$ cat config.mk
export PLATFORM = sky130hd
export DESIGN_NAME = rv32i_issue_scoreboard
export DESIGN_NICKNAME = d
export VERILOG_FILES = /design/src/rtl/rv32i_issue_scoreboard_pkg.sv /design/src/rtl/rv32i_pending_table.sv /design/src/rtl/rv32i_issue_scoreboard.sv
export SDC_FILE = /design/constraint.sdc
export NUM_CORES = 1
export LEC_CHECK = 0
export CAP_MARGIN = 5
export CORE_AREA = 2 2 116 140
export CTS_BUF_LIST = sky130_fd_sc_hd__clkbuf_2 sky130_fd_sc_hd__clkbuf_4 sky130_fd_sc_hd__clkbuf_8
export CTS_CLUSTER_DIAMETER = 120
export DETAILED_ROUTE_END_ITERATION = 10
export DIE_AREA = 0 0 118 142
export PLACE_DENSITY = 0.77
export SETUP_SLACK_MARGIN = 0.3
export SLEW_MARGIN = 20
export SYNTH_ARGS = -nofsm -noshare
export SYNTH_HDL_FRONTEND = slang
export SYNTH_SLANG_ARGS = --single-unit
$ cat constraint.sdc
create_clock -name clk -period 4.9 [get_ports clk]
set_clock_uncertainty 0.2 [all_clocks]
set_input_delay 0.735 -clock clk [delete_from_list [all_inputs] [get_ports clk]]
set_output_delay 0.735 -clock clk [all_outputs]
set_load 0.02 [all_outputs]
$ cat src/rtl/rv32i_issue_scoreboard_pkg.sv
// Shared RV32I decode types and register-usage lookup for the issue scoreboard.
package rv32i_issue_scoreboard_pkg;

    localparam int unsigned INST_W   = 32;
    localparam int unsigned REG_W    = 5;
    localparam int unsigned NUM_REGS = 32;

    typedef logic [INST_W-1:0] rv32_inst_t;

    typedef enum logic [6:0] {
        RV32I_OP_LOAD   = 7'b0000011,
        RV32I_OP_FENCE  = 7'b0001111,
        RV32I_OP_IMM    = 7'b0010011,
        RV32I_OP_AUIPC  = 7'b0010111,
        RV32I_OP_STORE  = 7'b0100011,
        RV32I_OP_OP     = 7'b0110011,
        RV32I_OP_LUI    = 7'b0110111,
        RV32I_OP_BRANCH = 7'b1100011,
        RV32I_OP_JALR   = 7'b1100111,
        RV32I_OP_JAL    = 7'b1101111,
        RV32I_OP_SYSTEM = 7'b1110011
    } rv32i_opcode_t;

    typedef enum logic [2:0] {
        RV32I_F3_PRIV   = 3'b000,
        RV32I_F3_CSRRW  = 3'b001,
        RV32I_F3_CSRRS  = 3'b010,
        RV32I_F3_CSRRC  = 3'b011,
        RV32I_F3_CSRRWI = 3'b101,
        RV32I_F3_CSRRSI = 3'b110,
        RV32I_F3_CSRRCI = 3'b111
    } rv32i_sys_funct3_t;

    typedef struct packed {
        logic use_rs1;
        logic use_rs2;
        logic use_rd;
        logic serialize;
    } rv32i_reg_usage_t;

    typedef enum logic {
        RV32I_ISSUE_RUN   = 1'b0,
        RV32I_ISSUE_DRAIN = 1'b1
    } rv32i_issue_state_t;

    // Unknown opcodes and FENCE are treated as serializing with no register usage.
    function automatic rv32i_reg_usage_t rv32i_get_reg_usage(input rv32_inst_t inst);
        rv32i_reg_usage_t u;
        u = '0;
        case (inst[6:0])
            RV32I_OP_OP: begin
                u.use_rs1 = 1'b1;
                u.use_rs2 = 1'b1;
                u.use_rd  = 1'b1;
            end
            RV32I_OP_IMM, RV32I_OP_LOAD, RV32I_OP_JALR: begin
                u.use_rs1 = 1'b1;
                u.use_rd  = 1'b1;
            end
            RV32I_OP_STORE, RV32I_OP_BRANCH: begin
                u.use_rs1 = 1'b1;
                u.use_rs2 = 1'b1;
            end
            RV32I_OP_LUI, RV32I_OP_AUIPC, RV32I_OP_JAL: begin
                u.use_rd = 1'b1;
            end
            RV32I_OP_SYSTEM: begin
                u.serialize = 1'b1;
                if (inst[14:12] != RV32I_F3_PRIV) begin
                    u.use_rd  = 1'b1;
                    u.use_rs1 = ~inst[14];
                end
            end
            default: u.serialize = 1'b1;
        endcase
        return u;
    endfunction

endpackage

$ cat src/rtl/rv32i_pending_table.sv
// Per-register outstanding-write counters; x0 is hard-wired to zero pending.
module rv32i_pending_table
    import rv32i_issue_scoreboard_pkg::*;
#(
    parameter int unsigned PENDING_MAX = 3,
    localparam int unsigned CNT_W = $clog2(PENDING_MAX + 1)
) (
    input  logic             clk,
    input  logic             rst_n,
    input  logic             inc_en,
    input  logic [REG_W-1:0] inc_idx,
    input  logic             dec_en,
    input  logic [REG_W-1:0] dec_idx,
    input  logic [REG_W-1:0] rs1_idx,
    input  logic [REG_W-1:0] rs2_idx,
    input  logic [REG_W-1:0] rd_idx,
    output logic [CNT_W-1:0] rs1_cnt,
    output logic [CNT_W-1:0] rs2_cnt,
    output logic [CNT_W-1:0] rd_cnt,
    output logic             all_zero,
    output logic             underflow
);

    logic [CNT_W-1:0]    cnt [NUM_REGS];
    logic [NUM_REGS-1:0] inc_hit;
    logic [NUM_REGS-1:0] dec_hit;
    logic                any_pending;

    always_comb begin
        inc_hit = '0;
        dec_hit = '0;
        if (inc_en && inc_idx != '0) inc_hit[inc_idx] = 1'b1;
        if (dec_en && dec_idx != '0) dec_hit[dec_idx] = 1'b1;
    end

    // A simultaneous inc and dec on one register cancels out.
    always_ff @(posedge clk or negedge rst_n) begin
        if (!rst_n) begin
            for (int i = 0; i < NUM_REGS; i++) cnt[i] <= '0;
        end else begin
            for (int i = 0; i < NUM_REGS; i++) begin
                if (inc_hit[i] && !dec_hit[i]) begin
                    cnt[i] <= cnt[i] + CNT_W'(1);
                end else if (dec_hit[i] && !inc_hit[i] && cnt[i] != '0) begin
                    cnt[i] <= cnt[i] - CNT_W'(1);
                end
            end
        end
    end

    always_comb begin
        any_pending = 1'b0;
        for (int i = 0; i < NUM_REGS; i++) any_pending = any_pending | (cnt[i] != '0);
    end

    assign all_zero  = ~any_pending;
    assign underflow = dec_en && (dec_idx != '0) && (cnt[dec_idx] == '0);
    assign rs1_cnt   = cnt[rs1_idx];
    assign rs2_cnt   = cnt[rs2_idx];
    assign rd_cnt    = cnt[rd_idx];

endmodule

$ cat src/rtl/rv32i_issue_scoreboard.sv
// In-order RV32I issue stage: RAW/saturation stalls, drain before serializing ops.
module rv32i_issue_scoreboard
    import rv32i_issue_scoreboard_pkg::*;
#(
    parameter int unsigned PENDING_MAX = 3,
    parameter int unsigned XLEN        = 32
) (
    input  logic             clk,
    input  logic             rst_n,
    input  logic             in_valid,
    output logic             in_ready,
    input  logic [XLEN-1:0]  in_inst,
    output logic             out_valid,
    input  logic             out_ready,
    output logic [XLEN-1:0]  out_inst,
    input  logic             wb_valid,
    input  logic [REG_W-1:0] wb_rd,
    output logic             busy,
    output logic             wb_error
);

    localparam int unsigned CNT_W = $clog2(PENDING_MAX + 1);

    rv32i_issue_state_t state;
    rv32i_reg_usage_t   usage_c;
    logic [CNT_W-1:0]   rs1_cnt;
    logic [CNT_W-1:0]   rs2_cnt;
    logic [CNT_W-1:0]   rd_cnt;
    logic               all_zero;
    logic               underflow_c;
    logic               hazard_c;
    logic               space_c;
    logic               idle_c;
    logic               accept_c;

    assign usage_c  = rv32i_get_reg_usage(in_inst);
    assign hazard_c = (usage_c.use_rs1 && rs1_cnt != '0) ||
                      (usage_c.use_rs2 && rs2_cnt != '0) ||
                      (usage_c.use_rd  && rd_cnt == CNT_W'(PENDING_MAX));
    assign space_c  = !out_valid || out_ready;
    assign idle_c   = all_zero && !out_valid;
    assign accept_c = in_valid && in_ready;
    assign busy     = !all_zero || out_valid;

    always_comb begin
        in_ready = 1'b0;
        if (rst_n && state == RV32I_ISSUE_RUN) begin
            if (usage_c.serialize) in_ready = idle_c && space_c;
            else                   in_ready = !hazard_c && space_c;
        end
    end

    rv32i_pending_table #(
        .PENDING_MAX (PENDING_MAX)
    ) u_table (
        .clk       (clk),
        .rst_n     (rst_n),
        .inc_en    (accept_c && usage_c.use_rd),
        .inc_idx   (in_inst[11:7]),
        .dec_en    (wb_valid),
        .dec_idx   (wb_rd),
        .rs1_idx   (in_inst[19:15]),
        .rs2_idx   (in_inst[24:20]),
        .rd_idx    (in_inst[11:7]),
        .rs1_cnt   (rs1_cnt),
        .rs2_cnt   (rs2_cnt),
        .rd_cnt    (rd_cnt),
        .all_zero  (all_zero),
        .underflow (underflow_c)
    );

    // Drain FSM, one-entry output register and sticky writeback error.
    always_ff @(posedge clk or negedge rst_n) begin
        if (!rst_n) begin
            state     <= RV32I_ISSUE_RUN;
            out_valid <= 1'b0;
            out_inst  <= '0;
            wb_error  <= 1'b0;
        end else begin
            case (state)
                RV32I_ISSUE_RUN:   if (in_valid && usage_c.serialize && !idle_c) state <= RV32I_ISSUE_DRAIN;
                RV32I_ISSUE_DRAIN: if (idle_c) state <= RV32I_ISSUE_RUN;
                default:           state <= RV32I_ISSUE_RUN;
            endcase
            if (accept_c) begin
                out_valid <= 1'b1;
                out_inst  <= in_inst;
            end else if (out_ready) begin
                out_valid <= 1'b0;
            end
            if (underflow_c) wb_error <= 1'b1;
        end
    end

endmodule
Word-level counts from Yosys, hierarchy flattened
Index checks and enable logic that the tools add are counted.
- flip-flop bits (word level): 99
- output and inout port bits: 36
- input port bits: 42
- logic and storage cells: 510
- equal/unequal tests: 11
- add/subtract/negate cells: 64
- $lt $le $gt $ge: 8
- bitwise logic cells: 38
- reductions and logical operators: 258
- multiplexer cells: 95
- operators by type and width (kind ; count):
    $mux W2 ; 72
    $reduce_bool A2 Y1 ; 67
    $logic_and A1 B1 Y1 ; 112
    $logic_not A1 Y1 ; 67
    $add A2 B1 Y2 const B ; 32
    $mux W32 ; 2
    $sub A2 B1 Y2 const B ; 32
    $bmux W2 S5 ; 4
    $or A1 B1 Y1 ; 31
    $eq A7 B7 Y1 const B ; 4
    $ge A6 B6 Y1 const B ; 4
    $not A5 Y6 ; 4
    $eq A7 B6 Y1 const B ; 3
    $eq A7 B5 Y1 const B ; 2
    $lt A5 B6 Y1 const B ; 2
    $mux W1 ; 12
    $demux W1 S5 ; 2
    $ge A5 B1 Y1 const B ; 2
    $reduce_bool A5 Y1 ; 2
    $reduce_or A9 Y1 ; 1
    $eq A7 B2 Y1 const B ; 1
    $reduce_or A7 Y1 ; 1
    $pmux W1 S2 ; 3
    $reduce_or A6 Y1 ; 1
    6 further kinds ; 11

Logic depth before layout (Yosys ltp)
- depth in word-level cells: 46
- mapped depth: 13
- mapped depth without buffers: 8

Cells and area by module
From an unflattened synthesis, not the netlist that was laid out.
- cell total of the unflattened synthesis: 751
- area total of the unflattened synthesis: 7693.6 sq um
- by module, submodules not included (module ; sequential area each (sq um) ; times used ; area each (sq um) ; cells each):
    rv32i_pending_table ; 1601.5 ; 1 ; 5979.5 ; 641
    rv32i_issue_scoreboard ; 875.8 ; 1 ; 1714.1 ; 110

Worst setup path after synthesis
No wires, ideal clock.
- kind: input -> output
- start point: input port in_inst[7]
- end point: output port in_ready
- arrival: 2.766 ns
- required time: 3.965 ns
- slack: 1.199 ns
- buffers on the path: 4
- stages: 10
- cell sequence: buf_2 buf_2 buf_2 mux2i_1 o22ai_1 nor3_1 o211ai_1 a2bb2oi_1 buf_2 and4_1
- word-level cells in the longest chain between the ends: 11
- RTL lines (item ; line ; text):
    from (decl) ; rv32i_issue_scoreboard.sv:12 ; input logic [XLEN-1:0] in_inst,
    $not A5 Y6 (implied by the code) ; rv32i_pending_table.sv:60 ; assign rd_cnt = cnt[rd_idx];
    $bmux W2 S5 ; rv32i_pending_table.sv:60 ;
    $mux W2 (implied by the code) (2 in series) ; rv32i_pending_table.sv:60 ;
    $eq A2 B2 Y1 ; rv32i_issue_scoreboard.sv:39 ; (usage_c.use_rd && rd_cnt == CNT_W'(PENDING_MAX));
    $logic_and A1 B1 Y1 ; rv32i_issue_scoreboard.sv:39 ;
    $logic_or A1 B1 Y1 ; rv32i_issue_scoreboard.sv:38 ; (usage_c.use_rs2 && rs2_cnt != '0) ||
    $logic_not A1 Y1 ; rv32i_issue_scoreboard.sv:49 ; else in_ready = !hazard_c && space_c;
    $logic_and A1 B1 Y1 ; rv32i_issue_scoreboard.sv:49 ;
    $mux W1 ; rv32i_issue_scoreboard.sv:48 ; if (usage_c.serialize) in_ready = idle_c && space_c;
    $mux W1 ; rv32i_issue_scoreboard.sv:47 ; if (rst_n && state == RV32I_ISSUE_RUN) begin
    to (decl) ; rv32i_issue_scoreboard.sv:11 ; output logic in_ready,
No other way between the ends. The select of a mux whose other input is x is not followed.

Final worst setup path
- start point: input port in_inst[16]
- end point: output port in_ready
- word-level cells in the longest chain between the ends: 12
- RTL lines (item ; line ; text):
    $not A5 Y6 (implied by the code) ; rv32i_pending_table.sv:58 ; assign rs1_cnt = cnt[rs1_idx];
    $bmux W2 S5 ; rv32i_pending_table.sv:58 ;
    $mux W2 (implied by the code) (2 in series) ; rv32i_pending_table.sv:58 ;
    $reduce_bool A2 Y1 ; rv32i_issue_scoreboard.sv:37 ; assign hazard_c = (usage_c.use_rs1 && rs1_cnt != '0) ||
    $logic_and A1 B1 Y1 ; rv32i_issue_scoreboard.sv:37 ;
    $logic_or A1 B1 Y1 ; rv32i_issue_scoreboard.sv:37 ;
    $logic_or A1 B1 Y1 ; rv32i_issue_scoreboard.sv:38 ;
    $logic_not A1 Y1 ; rv32i_issue_scoreboard.sv:49 ;
    $logic_and A1 B1 Y1 ; rv32i_issue_scoreboard.sv:49 ;
    $mux W1 ; rv32i_issue_scoreboard.sv:48 ;
    $mux W1 ; rv32i_issue_scoreboard.sv:47 ;
No other way between the ends. The select of a mux whose other input is x is not followed.

==> run metrics <==
status=finished, final reports clean; number of synthesized flops with an enable pin=0; Final Cycle Share=90.55%; dpl hpwl=20.79 mm; First-pass DRT Iterations=6; Post-synth top cells=dfrtp_1 (99), nor2_1 (97), nor3_1 (53); ant diodes=0; worst reg2reg path depth=9; # DRC=0; Synth Net Count=908; P&R area growth vs syn=14.42%; ANT nets after route=0; RR Startpoint=u_table.cnt[34]$_DFFE_PN0P_; largest net degree at the start of global routing=70; min Tclk post-route=4.437 ns; CP Buf/Inv Count=3; layout cells sized above 1=12.99%; Filler cells=1394; Static Leakage=0.003621 uW; Storage cell area=2477 um2; Worst Setup SP=in_inst[16]; H-tree depth=3; maximum clock path buffer count=2; first-pass GRT wire length=43.84 mm; relative slew slack=34.67%; Arr. time, crit path=3.50 ns; Final WS setup=0.4631 ns; Placer Congestion=1.037; Finish-stage setup viols=0; Ys Warns=0; initial core utilization=49.76%; footprint of the multi-input gates=4858 um2; Area contributors post-synth=dfrtp_1 (32%), mux4_2 (6.2%), mux2_2 (5.0%); # IOs=78; sequential share of the synthesized area=32.22%; vias in the first global route=7441; GRT Overall Usage=34.60%; Crit. path cell count=8; core box area=15450 um2; Worst-Skew Late Latency=0.42 ns; area leader, netlist=dfrtp_1; CP delay by family, top=buffers and inverters; Via density=7.014; final net count=953; Final TNS setup=0 ns; Mapped Cells=866; final core utilization=56.93%; CTS sink count=99; Place WS=0.4476 ns; Vias=7884; share of the synthesized area in the top cell type=32.22%; CP startpoint kind=input port; Cell Rows=50; CP required=3.96 ns; RSZ-0062 raised after global routing=no; MaxCap Viol Count=0; antenna violations before repair=0; wire per inst=25.24 um; Hold Buf Count CTS=0; count of cell types in the netlist=69; critical path cell sequence=clkdlybuf4s50_1 > inv_1 > a2111oi_0 > or4_1 > o21a_1 > nand3_1 > and4_1 > clkdlybuf4s50_1; critical path endpoint category=output pin; die area=16760 um2; CTS Buf Count=9; Die W=118 um; slowest library cell on the worst path=clkdlybuf4s50_1; global route total overflow=0; Avg Cell Area, Syn=8.878 um2; Worst path max stage delay=0.72 ns; 1st-iter DRT viols=1218; count leader, synth=dfrtp_1; CTS root buf=clkbuf_8; final hold slack=0.02976 ns; Max Fclk=225.4 MHz; Reg2Reg Setup Slack=0.91 ns; Worst-path clk slew=0.11 ns; Setup crit end=in_ready; Crit Path Max Fanout=12; Final Max Tran Viols=0; WS Path Type=input port to output pin; type of the worst min-delay path=input port to asynchronous set/reset pin; CTS tree=built; ys async rst share=100.0%; Slew @ Worst Pin=0.9799 ns; IO buf count=77; final hold viol count=0; Worst path most repeated cell=clkdlybuf4s50_1; Detailed Route WL=28.38 mm; Seq cells post-synth=99; Syn Std Cell Area=7689 um2; VDD IR max=0.3474 mV; Die H=142 um; RR Endpoint=u_table.cnt[60]$_DFFE_PN0P_; Primary FF master, synth=dfrtp_1; Cell Pwr Density=319.2 nW/um2
-- state kept, by name (all words and copies together), names as in the netlist --
signal and count:
state 1, wb_error 1, out_inst 32, u_table.cnt 64, out_valid 1
-- area by class of cell --
| cell class | count | area share, % |
|---|---|---|
| clock buffer | 9 | 1.408 |
| timing repair buffer | 98 | 10.61 |
| inverter | 15 | 0.6400 |
| tap | 208 | 2.958 |
| clock inverter | 7 | 0.9956 |
| multi-input combinational | 688 | 55.23 |
| sequential | 99 | 28.16 |
-- through the flow --
step / instances / instance area, um2 / power, uW
after global placement: 1108 / 8578 / 2183
after CTS: 1124 / 8790 / 2802
after detailed placement: 1108 / 8578 / 2193
after global routing: 1124 / 8797 / 2916
final: 1124 / 8797 / 2808
after floorplan: 866 / 7689 / 1702
-- cell usage in the layout (no fill, tap or decap), types with 8 or more instances in the layout --
master	synthesis	layout
dfrtp_1	99	99
nor2_1	97	97
clkdlybuf4s50_1	0	75
nor3_1	53	53
nand3_1	48	48
nand2_1	44	44
a21oi_1	40	40
mux2i_1	38	36
mux2_2	34	34
nor4_1	31	31
mux4_2	21	21
buf_4	4	21
a21o_1	18	18
and3_1	17	17
inv_1	15	15
o211a_1	14	14
nand4_1	13	13
nand3b_1	13	13
nand2b_1	12	12
o221ai_1	12	12
o211ai_1	10	10
or3_1	10	10
o21ai_0	9	9
clkbuf_8	0	9
nor3b_1	8	8
or3b_2	8	8
-- kinds of logic after synthesis --
group	share of synthesized area, %
and+or+nand+nor	25.47
AOI/OAI and AO/OA	20.67
DFF	32.22
muxes	16.08
buffers and inverters	4.768
xor gates and xnor gates	0.7974
-- worst min path at each step --
stage	from	to	slack, ns	cells after the start
after CTS	rst_n	u_table.cnt[28]$_DFFE_PN0P_	0.06	1
after detailed placement	u_table.cnt[63]$_DFFE_PN0P_	u_table.cnt[63]$_DFFE_PN0P_	0.22	0
after global routing	rst_n	u_table.cnt[28]$_DFFE_PN0P_	0.08	1
after floorplan	rst_n	out_inst[0]$_DFFE_PN0N_	0.24	0
after global placement	u_table.cnt[62]$_DFFE_PN0P_	u_table.cnt[62]$_DFFE_PN0P_	0.23	0
final	rst_n	u_table.cnt[28]$_DFFE_PN0P_	0.03	1
-- timing repair --
item	CTS	global route
resized for setup	0	2
setup buffers	0	0
endpoints found under the hold margin	0	0
endpoints found under the setup margin	0	1
-- per-layer routing --
layer  track usage (%)  part of all wire (%)  up-vias
met5                 0                     0        -
met4             26.00                   9.1        0
met3             7.332                    10      161
met2             53.61                    44      557
met1             42.60                    37     3751
li1                  -                     -     3415
-- power by group --
group	internal [uW]	total, uW	switching (uW)
clock network	251	616	365
registers	963	1050	88.7
logic	512	1140	628
-- worst reg2reg max path, delay by kind of cell, from the launching register on --
kind	cells	cell delay, ns
AO/OA/AOI/OAI	5	1.46
AND/OR/NAND/NOR	3	1.44
flip-flops	1	0.47
buffers and inverters	1	0.35
Note: power is estimated with default switching activity, not from simulation.
